--- config.mk ---
export PLATFORM = sky130hd
export DESIGN_NAME = adder_stim_gen
export DESIGN_NICKNAME = d
export VERILOG_FILES = /design/src/rtl/adder_stim_gen.sv
export SDC_FILE = /design/constraint.sdc
export NUM_CORES = 1
export LEC_CHECK = 0
export ABC_CLOCK_PERIOD_IN_PS = 7560
export CAP_MARGIN = 0
export CORE_ASPECT_RATIO = 0.8
export CORE_MARGIN = 10
export CORE_UTILIZATION = 60
export CTS_BUF_LIST = sky130_fd_sc_hd__clkbuf_4
export DETAILED_ROUTE_END_ITERATION = 16
export MAX_ROUTING_LAYER = met4
export PLACE_DENSITY = 0.92
export SETUP_SLACK_MARGIN = 0.4
export SLEW_MARGIN = 40
export SYNTH_ARGS = -nofsm -noshare
export SYNTH_HDL_FRONTEND = slang
export SYNTH_SLANG_ARGS = --single-unit
--- constraint.sdc ---
create_clock -name clk -period 7.56 [get_ports clk]
set_input_delay 1.134 -clock clk [delete_from_list [all_inputs] [get_ports clk]]
set_output_delay 1.134 -clock clk [all_outputs]
set_load 0.02 [all_outputs]
--- src/rtl/adder_stim_gen.sv ---
// Packet stimulus source for adder energy characterization: emits PAYLOAD-flit packets
// of 2N-bit operand words over valid/ready, GAP idle cycles apart, NUM_PKT times per run.
module adder_stim_gen #(
   parameter int          N       = 21,
   parameter int          PAYLOAD = 20,
   parameter int          GAP     = 7,
   parameter int          NUM_PKT = 10,
   parameter int          STRIDE  = 1,
   parameter logic [31:0] SEED    = 32'hACE1
) (
   input  logic         clk,
   input  logic         rst,
   input  logic         start,
   input  logic [1:0]   mode,
   input  logic         ready_i,
   output logic         valid_o,
   output logic [N-1:0] input1_o,
   output logic [N-1:0] input2_o,
   output logic         busy,
   output logic         done,
   output logic [15:0]  flit_cnt,
   output logic [15:0]  pkt_cnt
);
   localparam int W   = 2 * N;
   localparam int KW  = $clog2(4 * N + 2);
   localparam int REP = (W + 31) / 32;

   localparam logic [KW-1:0] STRIDE_K  = KW'(STRIDE);
   localparam logic [KW-1:0] WRAP_K    = KW'(W + 1);
   localparam logic [15:0]   LAST_FLIT = 16'(PAYLOAD - 1);
   localparam logic [15:0]   LAST_PKT  = 16'(NUM_PKT - 1);
   localparam logic [15:0]   GAP_LOAD  = (GAP > 0) ? 16'(GAP - 1) : 16'd0;
   localparam bit            HAS_GAP   = (GAP > 0);

   typedef enum logic [1:0] {
      S_IDLE = 2'd0,
      S_SEND = 2'd1,
      S_GAP  = 2'd2,
      S_DONE = 2'd3
   } state_t;

   typedef enum logic [1:0] {
      M_THERMO = 2'd0,
      M_LFSR   = 2'd1,
      M_TOGGLE = 2'd2,
      M_ZERO   = 2'd3
   } mode_t;

   // 32-bit Fibonacci LFSR, taps 32,22,2,1
   function automatic logic [31:0] lfsr_step(input logic [31:0] s);
      return {s[30:0], s[31] ^ s[21] ^ s[1] ^ s[0]};
   endfunction

   function automatic logic [W-1:0] lfsr_word(input logic [31:0] s);
      logic [REP*32-1:0] rep;
      rep = {REP{s}};
      return rep[W-1:0];
   endfunction

   function automatic logic [W-1:0] ones_lsb(input logic [KW-1:0] k);
      return ~({W{1'b1}} << k);
   endfunction

   function automatic logic [W-1:0] ones_msb(input logic [KW-1:0] k);
      return ~({W{1'b1}} >> k);
   endfunction

   function automatic logic [KW-1:0] k_advance(input logic [KW-1:0] k);
      logic [KW-1:0] sum;
      sum = k + STRIDE_K;
      return (sum >= WRAP_K) ? (sum - WRAP_K) : sum;
   endfunction

   state_t        state_q, state_d;
   mode_t         mode_q, mode_d;
   logic [31:0]   lfsr_q, lfsr_d;
   logic [KW-1:0] k_q, k_d;
   logic          phase_q, phase_d;
   logic [W-1:0]  word_q, word_d;
   logic          valid_q, valid_d;
   logic [15:0]   flit_q, flit_d;
   logic [15:0]   pkt_q, pkt_d;
   logic [15:0]   gap_q, gap_d;
   logic          busy_q, busy_d;
   logic          done_q, done_d;

   logic          start_s;
   logic          accept_s;
   logic          load_s;
   mode_t         gen_mode_s;
   logic [31:0]   gen_lfsr_s;
   logic [KW-1:0] gen_k_s;
   logic          gen_phase_s;
   logic [W-1:0]  nxt_word_s;
   logic [31:0]   nxt_lfsr_s;
   logic [KW-1:0] nxt_k_s;
   logic          nxt_phase_s;

   assign start_s  = start & ((state_q == S_IDLE) | (state_q == S_DONE));
   assign accept_s = valid_q & ready_i;

   // A starting run generates its first word from the fresh generator state
   always_comb begin
      if (start_s) begin
         gen_mode_s  = mode_t'(mode);
         gen_lfsr_s  = SEED;
         gen_k_s     = {KW{1'b0}};
         gen_phase_s = 1'b0;
      end else begin
         gen_mode_s  = mode_q;
         gen_lfsr_s  = lfsr_q;
         gen_k_s     = k_q;
         gen_phase_s = phase_q;
      end
   end

   always_comb begin
      nxt_word_s  = {W{1'b0}};
      nxt_lfsr_s  = gen_lfsr_s;
      nxt_k_s     = gen_k_s;
      nxt_phase_s = ~gen_phase_s;
      case (gen_mode_s)
         M_THERMO: begin
            if (!gen_phase_s) begin
               nxt_k_s    = k_advance(gen_k_s);
               nxt_word_s = ones_lsb(nxt_k_s);
            end else begin
               nxt_word_s = ones_msb(gen_k_s);
            end
         end
         M_LFSR: begin
            nxt_word_s = lfsr_word(gen_lfsr_s);
            nxt_lfsr_s = lfsr_step(gen_lfsr_s);
         end
         M_TOGGLE: begin
            nxt_word_s = gen_phase_s ? {W{1'b0}} : {W{1'b1}};
         end
         M_ZERO: begin
            nxt_word_s = {W{1'b0}};
         end
         default: begin
            nxt_word_s = {W{1'b0}};
         end
      endcase
   end

   // Last flit of a packet leaving SEND keeps the word, so gaps and DONE cost no toggle
   always_comb begin
      state_d = state_q;
      mode_d  = mode_q;
      lfsr_d  = lfsr_q;
      k_d     = k_q;
      phase_d = phase_q;
      word_d  = word_q;
      valid_d = valid_q;
      flit_d  = flit_q;
      pkt_d   = pkt_q;
      gap_d   = gap_q;
      load_s  = 1'b0;
      case (state_q)
         S_IDLE, S_DONE: begin
            if (start_s) begin
               state_d = S_SEND;
               mode_d  = mode_t'(mode);
               flit_d  = 16'd0;
               pkt_d   = 16'd0;
               gap_d   = 16'd0;
               valid_d = 1'b1;
               load_s  = 1'b1;
            end else begin
               valid_d = 1'b0;
            end
         end
         S_SEND: begin
            if (accept_s) begin
               if (flit_q == LAST_FLIT) begin
                  flit_d = 16'd0;
                  pkt_d  = pkt_q + 16'd1;
                  if (pkt_q == LAST_PKT) begin
                     state_d = S_DONE;
                     valid_d = 1'b0;
                  end else if (HAS_GAP) begin
                     state_d = S_GAP;
                     gap_d   = GAP_LOAD;
                     valid_d = 1'b0;
                  end else begin
                     load_s = 1'b1;
                  end
               end else begin
                  flit_d = flit_q + 16'd1;
                  load_s = 1'b1;
               end
            end else begin
               valid_d = 1'b1;
            end
         end
         S_GAP: begin
            if (gap_q == 16'd0) begin
               state_d = S_SEND;
               valid_d = 1'b1;
               load_s  = 1'b1;
            end else begin
               gap_d = gap_q - 16'd1;
            end
         end
         default: begin
            state_d = S_IDLE;
            valid_d = 1'b0;
         end
      endcase
      if (load_s) begin
         word_d  = nxt_word_s;
         lfsr_d  = nxt_lfsr_s;
         k_d     = nxt_k_s;
         phase_d = nxt_phase_s;
      end else begin
         word_d = word_q;
      end
      busy_d = (state_d == S_SEND) | (state_d == S_GAP);
      done_d = (state_d == S_DONE);
   end

   // State and output registers
   always_ff @(posedge clk or posedge rst) begin
      if (rst) begin
         state_q <= S_IDLE;
         mode_q  <= M_THERMO;
         lfsr_q  <= SEED;
         k_q     <= {KW{1'b0}};
         phase_q <= 1'b0;
         word_q  <= {W{1'b0}};
         valid_q <= 1'b0;
         flit_q  <= 16'd0;
         pkt_q   <= 16'd0;
         gap_q   <= 16'd0;
         busy_q  <= 1'b0;
         done_q  <= 1'b0;
      end else begin
         state_q <= state_d;
         mode_q  <= mode_d;
         lfsr_q  <= lfsr_d;
         k_q     <= k_d;
         phase_q <= phase_d;
         word_q  <= word_d;
         valid_q <= valid_d;
         flit_q  <= flit_d;
         pkt_q   <= pkt_d;
         gap_q   <= gap_d;
         busy_q  <= busy_d;
         done_q  <= done_d;
      end
   end

   assign valid_o  = valid_q;
   assign input1_o = word_q[N-1:0];
   assign input2_o = word_q[W-1:N];
   assign busy     = busy_q;
   assign done     = done_q;
   assign flit_cnt = flit_q;
   assign pkt_cnt  = pkt_q;

endmodule

# Yosys cells after proc, flatten, opt, wreduce, memory -nomap -nowiden

Index checks and enable logic that the tools add are counted.

Multiplexer cells: 38
Order comparisons: 1
Shift-type cells: 2
Bitwise gates (word level): 10
Eq/ne operators: 18
$add $sub $neg: 5
Reduce and logical (&&, ||, !) cells: 9

Operator list:

| cell                                                                                | number |
|---|---|
| 42-bit one-hot mux with 4 select lines                                              | 1 |
| 16-bit two-way mux                                                                  | 9 |
| 42-bit two-way mux                                                                  | 2 |
| 42-bit inverter                                                                     | 2 |
| 32-bit two-way mux                                                                  | 2 |
| 16-bit one-hot mux with 2 select lines                                              | 2 |
| 16-bit one-hot mux with 3 select lines                                              | 1 |
| 42-bit by 7-bit << shifter with 42-bit output, first input constant                 | 1 |
| 42-bit by 7-bit >> shifter with 42-bit output, first input constant                 | 1 |
| 16-bit by 1-bit adder with 16-bit output, second input constant                     | 2 |
| 7-bit two-way mux                                                                   | 4 |
| 16-bit by 4-bit == test with 1-bit output, second input constant                    | 1 |
| 16-bit by 5-bit == test with 1-bit output, second input constant                    | 1 |
| 16-bit logical NOT                                                                  | 1 |
| 16-bit by 1-bit subtractor with 16-bit output, second input constant                | 1 |
| 2-bit == test, second input constant                                                | 6 |
| 2-bit inequality test, second input constant                                        | 6 |
| 2-bit two-way mux                                                                   | 5 |
| 1-bit two-way mux                                                                   | 9 |
| 7-bit by 1-bit adder with 7-bit output, second input constant                       | 1 |
| 7-bit by 6-bit greater-or-equal comparator with 1-bit output, second input constant | 1 |
| 7-bit by 6-bit subtractor with 7-bit output, second input constant                  | 1 |
| 2-bit by 1-bit == test with 1-bit output, second input constant                     | 3 |
| 1-bit one-hot mux with 3 select lines                                               | 2 |
| 13 further kinds                                                                    | 18 |

Register bits: 137
Word-level logic and storage cells: 95
Output and inout port bits: 77
Input port bits: 6

# Longest topological paths before layout

Gate-level depths: netlist of run 1.

Depth in word-level cells: 11
Mapped depth: 18
Gate-level depth less buffers: 15

# Worst setup path before layout of run 1

No wires, ideal clock.

Path kind: in2reg
From: input start
To: register word_q[0]
Slack: 3.267 ns
Path buffers: 3
Data arrival time: 4.164 ns
Library setup time: 0.129 ns
Stages: 16
Path through: buf_4 a21bo_1 buf_4 clkinv_1 ha_1 inv_1 ha_1 nand2_1 nor4_4 o311ai_2 nand4_2 a211oi_1 buf_2 a41oi_2 a2111oi_2 nor2_1

Longest elaborated chain between the ends: 9
Elaborated cells on any way between the ends: 22
Those cells by class: 2 x add/sub; 1 x order compare; 3 x eq/ne; 2 x shift; 10 x mux; 3 x bitwise; 1 x reduce/logical

Ends and longest elaborated chain:

| what                                                                                                                        | line | text |
|---|---|---|
| from (decl)                                                                                                                 | 13   | `input logic start,` |
| 1-bit AND *                                                                                                                 | 99   | `assign start_s = start & ((state_q == S_IDLE) \| (state_q == S_DONE));` |
| 7-bit two-way mux                                                                                                           | 104  | `if (start_s) begin` |
| 7-bit by 1-bit adder with 7-bit output                                                                                      | 70   | `sum = k + STRIDE_K;` |
| 7-bit by 6-bit subtractor with 7-bit output or 7-bit by 6-bit greater-or-equal comparator with 1-bit output (tied branches) | 71   | `return (sum >= WRAP_K) ? (sum - WRAP_K) : sum;` |
| 7-bit two-way mux                                                                                                           | 71   |  |
| 42-bit by 7-bit << shifter with 42-bit output                                                                               | 61   | `return ~({W{1'b1}} << k);` |
| 42-bit inverter                                                                                                             | 61   |  |
| 42-bit two-way mux                                                                                                          | 124  | `if (!gen_phase_s) begin` |
| 42-bit one-hot mux with 4 select lines                                                                                      | 122  | `case (gen_mode_s)` |
| to (signal assigned)                                                                                                        | 231  | `word_q <= {W{1'b0}};` |
| to (signal assigned)                                                                                                        | 244  | `word_q <= word_d;` |
| to (decl)                                                                                                                   | 79   | `logic [W-1:0] word_q, word_d;` |

Every way passes the cells marked *; elsewhere a longest branch is shown, timed or not.
A chain may end at the register's enable or synchronous reset.

# Worst setup path after layout of run 1

From: input start
To: register word_q[14]

Same word-level chain as after synthesis.

==> run metrics, run 1 <==
post_cts resized=0; library cells used by synthesis=84; Largest stage delay, worst path=0.77 ns; starting density of the core=61.9%; diode count=0; fin crit period=5.45 ns; Post-Layout Cell Count=1174; FMAX=184 MHz; ANT nets after route=0; WS Path Type=primary input to flip-flop; hold buffers post-CTS=0; Worst-Skew Late Latency=0.58 ns; Clock Skews=0.0228 ns; Worst R2R Start=state_q[0]$_DFF_PP0_; Reg2Reg Setup Slack=2.22 ns; WP data required=8.02 ns; Routed WL per cell=22.1 um; io pins=83; final core occ=70.7%; ys flop type=dfrtp_1; die height=124 um; initial antenna violation count=0; clk root buf=clkbuf_4; CP Buf/Inv Count=3; first-pass GRT wire length=41000 um; Final Setup Violations=0; post-synthesis cell area=8050 um2; Slew Limit Fails=0; Worst Setup End Kind=flip-flop; logic gate share of total power=50.3%; DRC Markers=0; Final Hold Viols=0; Area after DPL=8960 um2; slowest CP cell=a211oi_4; Hold Path Class=flip-flop to flip-flop; outcome=finished, final reports clean; TritonCTS clock tree=built; Net Sw Power=1.48 mW; Post-Syn Instances=926; via-per-instance ratio=6.63; Finished Cell Area=9200 um2; Tightest Pin Transition=0.791 ns; EDFF count, synth=0; CP cell instances=clkdlybuf4s50_1 -> a21bo_1 -> clkinv_1 -> ha_1 -> inv_1 -> ha_1 -> nand2_1 -> nor4_4 -> o311ai_2 -> nand4_2 -> a211oi_4 -> nor2_1 -> a2111oi_1 -> a21oi_1; clock-pin slew on the worst setup and hold paths=0.12 ns; die footprint=18500 um2; First DRT Iteration DRCs=1034; maximum clock path buffer count=2; WL final=25900 um; Slew HR=46.8%; hold depth=2; sequential share of the synthesized area=42.7%; RSZ-0062 raised after global routing=no; core box area=13000 um2; reg2reg path depth=15; internal cell power=1.68 mW; Critical Path AT=5.90 ns; WHS Endpoint=lfsr_q[11]$_DFFE_PP1P_; share of layout cells above drive strength 1=9.41%; iteration count of the initial detailed-routing pass=7; Die Wd=149 um; Synth Net Count=943; Worst setup SP type=primary input; min-delay src=lfsr_q[10]$_DFFE_PP1P_; Synth-to-Final Area Change=14.3%; period utilization=72.1%; FP Rows=37; # Post-CTS Setup Buffers=0; NumNets Final=1003; Synth async-reset ratio=100%; number of fill cells=1019; H-tree depth=4; clk sinks=137; total CTS buffers=17; Sequential Power Share=36.1%; Yosys Warn Count=0; VDD IR-drop max=0.269 mV; via count=7787; worst-path fanout max=14; fin worst setup slack=2.11 ns; Leak=3.78 nW; Buffers on Ports=82; All-Layer GR Usage=29.0%; portion of total power attributed to the clock network=13.6%; placer congestion estimate=1.03; flops & latches, synth=137; total of max-cap violations=0; DPL Wire Length=18600 um; syn_area_per_cell=8.69 um2; setup slack at placement=1.69 ns; vias in the first global route=7258; Crit path max-delay family=compound AO/OA/AOI/OAI gates; Pwr Density=343 nW/um2; cell total after placement=1142; largest net degree at the start of global routing=81; sw frac=46.8%; Setup TNS=0 ns; most frequent CP cell=ha_1; RR Endpoint=word_q[14]$_DFFE_PP0P_; gr ovfl total=0
-- worst min-delay path, delay by kind of cell, from the launching register on --
family           cells  cell delay [ns]
DFF                  1             0.40
and+or+nand+nor      2             0.11
-- cells by family after synthesis --
kind of cell | share of synthesized area, %
AO/OA/AOI/OAI | 23.4
multiplexers | 1.23
XOR/XNOR | 4.13
AND/OR/NAND/NOR | 22.6
buffers and inverters | 4.13
flip-flops | 42.7
adder cells (fa/ha/maj) | 1.71
-- power groups by stage --
stage	Clock, mW	Sequential, mW	Combinational, mW
after floorplan	0	1.24	0.861
after global placement	0	1.14	1.52
after detailed placement	0	1.14	1.56
after CTS	0.427	1.13	1.57
after global routing	0.464	1.16	1.72
final	0.430	1.14	1.59
-- sequential cells by signal, indices dropped and copies added, names as in the netlist, 2 cells and up --
signal	flops
mode_q	2
word_q	42
k_q	7
gap_q	16
lfsr_q	32
state_q	2
pkt_cnt	16
flit_cnt	16
-- synth_stat cells, types with 15 or more instances --
cell type | number | area, um2
inv_1 | 20 | 75.1
nor2_1 | 112 | 420
a31oi_1 | 16 | 100
nand2_1 | 133 | 499
a211oi_1 | 22 | 165
a21oi_1 | 83 | 415
nand3_1 | 32 | 160
xor2_1 | 25 | 219
o21ai_0 | 39 | 195
dfrtp_1 | 129 | 3230
nor4_1 | 15 | 93.8
o22ai_1 | 25 | 156
clkbuf_1 | 34 | 128
-- per-stage QoR --
step / total power [mW] / hold WS (ns)
finish: 3.16 / 0.506
global route: 3.34 / 0.533
CTS: 3.12 / 0.508
detailed placement: 2.70 / 0.489
global placement: 2.66 / 0.483
floorplan: 2.10 / 0.469
-- area by class of cell --
type | instances | area [um2] | area share, %
Multi-Input combinational cell | 715 | 4310 | 46.9
Sequential cell | 137 | 3440 | 37.4
Timing Repair Buffer | 94 | 915 | 9.94
Clock buffer | 18 | 135 | 1.47
Clock inverter | 14 | 96.3 | 1.05
Tap cell | 175 | 219 | 2.38
Inverter | 21 | 83.8 | 0.911
-- cells in the final DEF (no fill, tap or decap), drive strengths merged, types with 6 or more instances in the layout --
master,count
a2111oi,6
a211oi,25
a21o,6
a21oi,86
a221oi,12
a31oi,16
and2,12
buf,12
clkbuf,18
clkdlybuf4s50,82
clkinv,7
dfrtp,129
dfstp,8
ha,11
inv,25
nand2,135
nand3,32
nand4,10
nor2,113
nor3,17
nor4,17
o21ai,43
o22ai,25
o31ai,8
or3,7
xnor2,13
xor2,25
-- how the worst max path moves through the flow --
stage / slack [ns] / start / to / cells past startpoint
finish: 2.11 / start / word_q[14]$_DFFE_PP0P_ / 14
global placement: 1.55 / start / word_q[14]$_DFFE_PP0P_ / 14
detailed placement: 1.69 / start / word_q[14]$_DFFE_PP0P_ / 14
CTS: 2.29 / start / word_q[14]$_DFFE_PP0P_ / 14
global route: 1.83 / start / word_q[14]$_DFFE_PP0P_ / 14
floorplan: 2.77 / rst / busy$_DFF_PP0_ / 1
-- routing by layer --
| layer | vias to the layer above | wire length, um | track usage, % |
|---|---|---|---|
| met1 | 3778 | 11100 | 39.4 |
| met2 | 453 | 11200 | 40.1 |
| li1 | 3496 | - | - |
| met3 | 60 | 3080 | 10.2 |
| met4 | 0 | 516 | 7.83 |
| met5 | - | 0 | - |
(Power assumes the default switching activity.)
==> run 2, diff against run 1 <==
- ABC_CLOCK_PERIOD_IN_PS: 7560 -> 4700
- CORE_UTILIZATION: 60 -> 54
- PLACE_DENSITY: 0.92 -> 0.87
- clock period: 7.56 -> 4.7 ns (I/O delays scaled with it)
==> run metrics, run 2 (synthesis gave the netlist of run 1 again) <==
Crit path max-delay family=compound AO/OA/AOI/OAI gates; Largest stage delay, worst path=0.60 ns; WP data required=5.23 ns; via count=7868; RSZ-0062 raised after global routing=no; Die Wd=157 um; die height=129 um; final core occ=65.2%; CP Buf/Inv Count=3; NumNets Final=1020; DPL Wire Length=18900 um; io pins=83; Setup TNS=0 ns; number of fill cells=1212; first-pass GRT wire length=41700 um; clk root buf=clkbuf_4; First DRT Iteration DRCs=1015; Final Setup Violations=0; H-tree depth=4; Tightest Pin Transition=0.636 ns; Reg2Reg Setup Slack=0.63 ns; Slew HR=57.2%; Final Hold Viols=0; initial antenna violation count=1; DRC Markers=0; maximum clock path buffer count=2; Fin Hold WS=0.460 ns; Pwr Density=560 nW/um2; Worst-Skew Late Latency=0.60 ns; core box area=14400 um2; gr ovfl total=0; share of layout cells above drive strength 1=11.5%; slowest CP cell=a211oi_1; iteration count of the initial detailed-routing pass=5; placer congestion estimate=1.08; period utilization=86.6%; TritonCTS clock tree=built; via-per-instance ratio=6.55; clock-pin slew on the worst setup and hold paths=0.14 ns; Synth-to-Final Area Change=16.9%; FP Rows=39; vias in the first global route=7394; Routed WL per cell=21.8 um; hold buffers post-CTS=0; max reg flops=42; fin crit period=4.07 ns; All-Layer GR Usage=26.7%; Top Registers=word_q x42, lfsr_q x32; largest net degree at the start of global routing=94; WS Path Type=flip-flop to flip-flop; most frequent cells in the layout=133 x nand2_1, 129 x dfrtp_1, 110 x nor2_1, 82 x a21oi_1, 82 x clkdlybuf4s50_1; Buffers on Ports=82; die footprint=20200 um2; WL final=26200 um; Top reg by flops=word_q; clk sinks=137; Pwr Total=5.27 mW; CP cell instances=inv_1 -> ha_1 -> a21bo_1 -> inv_1 -> ha_1 -> inv_1 -> ha_1 -> nand2_1 -> nor4_4 -> o311a_2 -> nor3_2 -> o21ai_1 -> a211oi_1 -> a2111oi_0 -> nor2_1; register area=3440 um2; commonest non-fill, non-tap cell in the layout=nand2_1; total CTS buffers=17; total of max-cap violations=0; starting density of the core=55.7%; worst-path fanout max=7; multi-input logic area=4320 um2; Slew Limit Fails=0; Critical Path AT=4.60 ns; Clock Skews=0.0269 ns; Worst Setup End Kind=flip-flop; Worst setup SP type=flip-flop; VDD IR-drop max=0.333 mV; Hold Path Class=primary input to async pin; ANT nets after route=0; Leak=3.89 nW; outcome=finished, final reports clean; FMAX=246 MHz
run 2: cell types whose count changed in the layout (fill, tap and decap cells not counted), sizes merged:
| cell | before | now |
|---|---|---|
| buf | 12 | 29 |
| bufinv | 0 | 1 |
| clkinv | 7 | 4 |
| clkinvlp | 3 | 5 |
| diode | 0 | 1 |
run 2: layout make-up:
class	instances	share of cell area, %
diodes	1	0.0266
clock buffers	18	1.44
clock inverters	14	1.49
inverters	21	0.878
multi-input cells	715	45.9
flip-flops and latches	137	36.5
well taps	184	2.45
repair buffers	111	11.3
run 2: worst register-to-register path: cells and delay by family (launching register included):
family,cells,cell delay (ns)
simple gates,4,0.68
fa+ha+maj,3,0.93
compound gates,5,1.77
buf+inv,3,0.22
flops,1,0.41
run 2: path summary, 6_finish.rpt:
path	to	cells past startpoint	start
worst max-delay path	word_q[13]$_DFFE_PP0P_	15	state_q[0]$_DFF_PP0_
worst min-delay path	gap_q[5]$_DFFE_PP0P_	2	rst
worst max register to register	word_q[13]$_DFFE_PP0P_	15	state_q[0]$_DFF_PP0_
worst min register to register	lfsr_q[6]$_DFFE_PP1P_	2	lfsr_q[5]$_DFFE_PP1P_
max in group asynchronous	lfsr_q[11]$_DFFE_PP1P_	3	rst
min in group clk	lfsr_q[6]$_DFFE_PP1P_	2	lfsr_q[5]$_DFFE_PP1P_
run 2: what timing repair did:
| action | CTS | global route |
|---|---|---|
| buffers inserted | 0 | 1 |
| setup endpoints to repair | 0 | 6 |
| resized for setup | 0 | 5 |
run 2: routing by layer:
layer,global-route usage [%],up-vias,wire length (um)
li1,-,3538,-
met2,37.2,458,11400
met1,37.1,3827,11600
met5,-,-,0
met3,7.67,45,2780
met4,6.81,0,465
run 2: stage by stage:
| step | cell area [um2] | worst slack (ns) | cells |
|---|---|---|---|
| after detailed placement | 9100 | 0.279 | 1167 |
| final | 9410 | 0.628 | 1201 |
| after CTS | 9370 | 0.575 | 1199 |
| after floorplan | 8050 | 0.836 | 926 |
| after global placement | 9070 | 0.344 | 1166 |
| after global routing | 9410 | 0.410 | 1201 |
run 2: power by group:
part	total [mW]	internal [mW]	switching [mW]
logic	2.65	1.01	1.64
clock network	0.795	0.281	0.514
registers	1.82	1.52	0.304
==> run 3, diff against run 2 <==
- SKIP_CTS_REPAIR_TIMING: not set -> 1
==> results of run 3 <==
Final layout, timing and power as in run 2 (identical DEF).
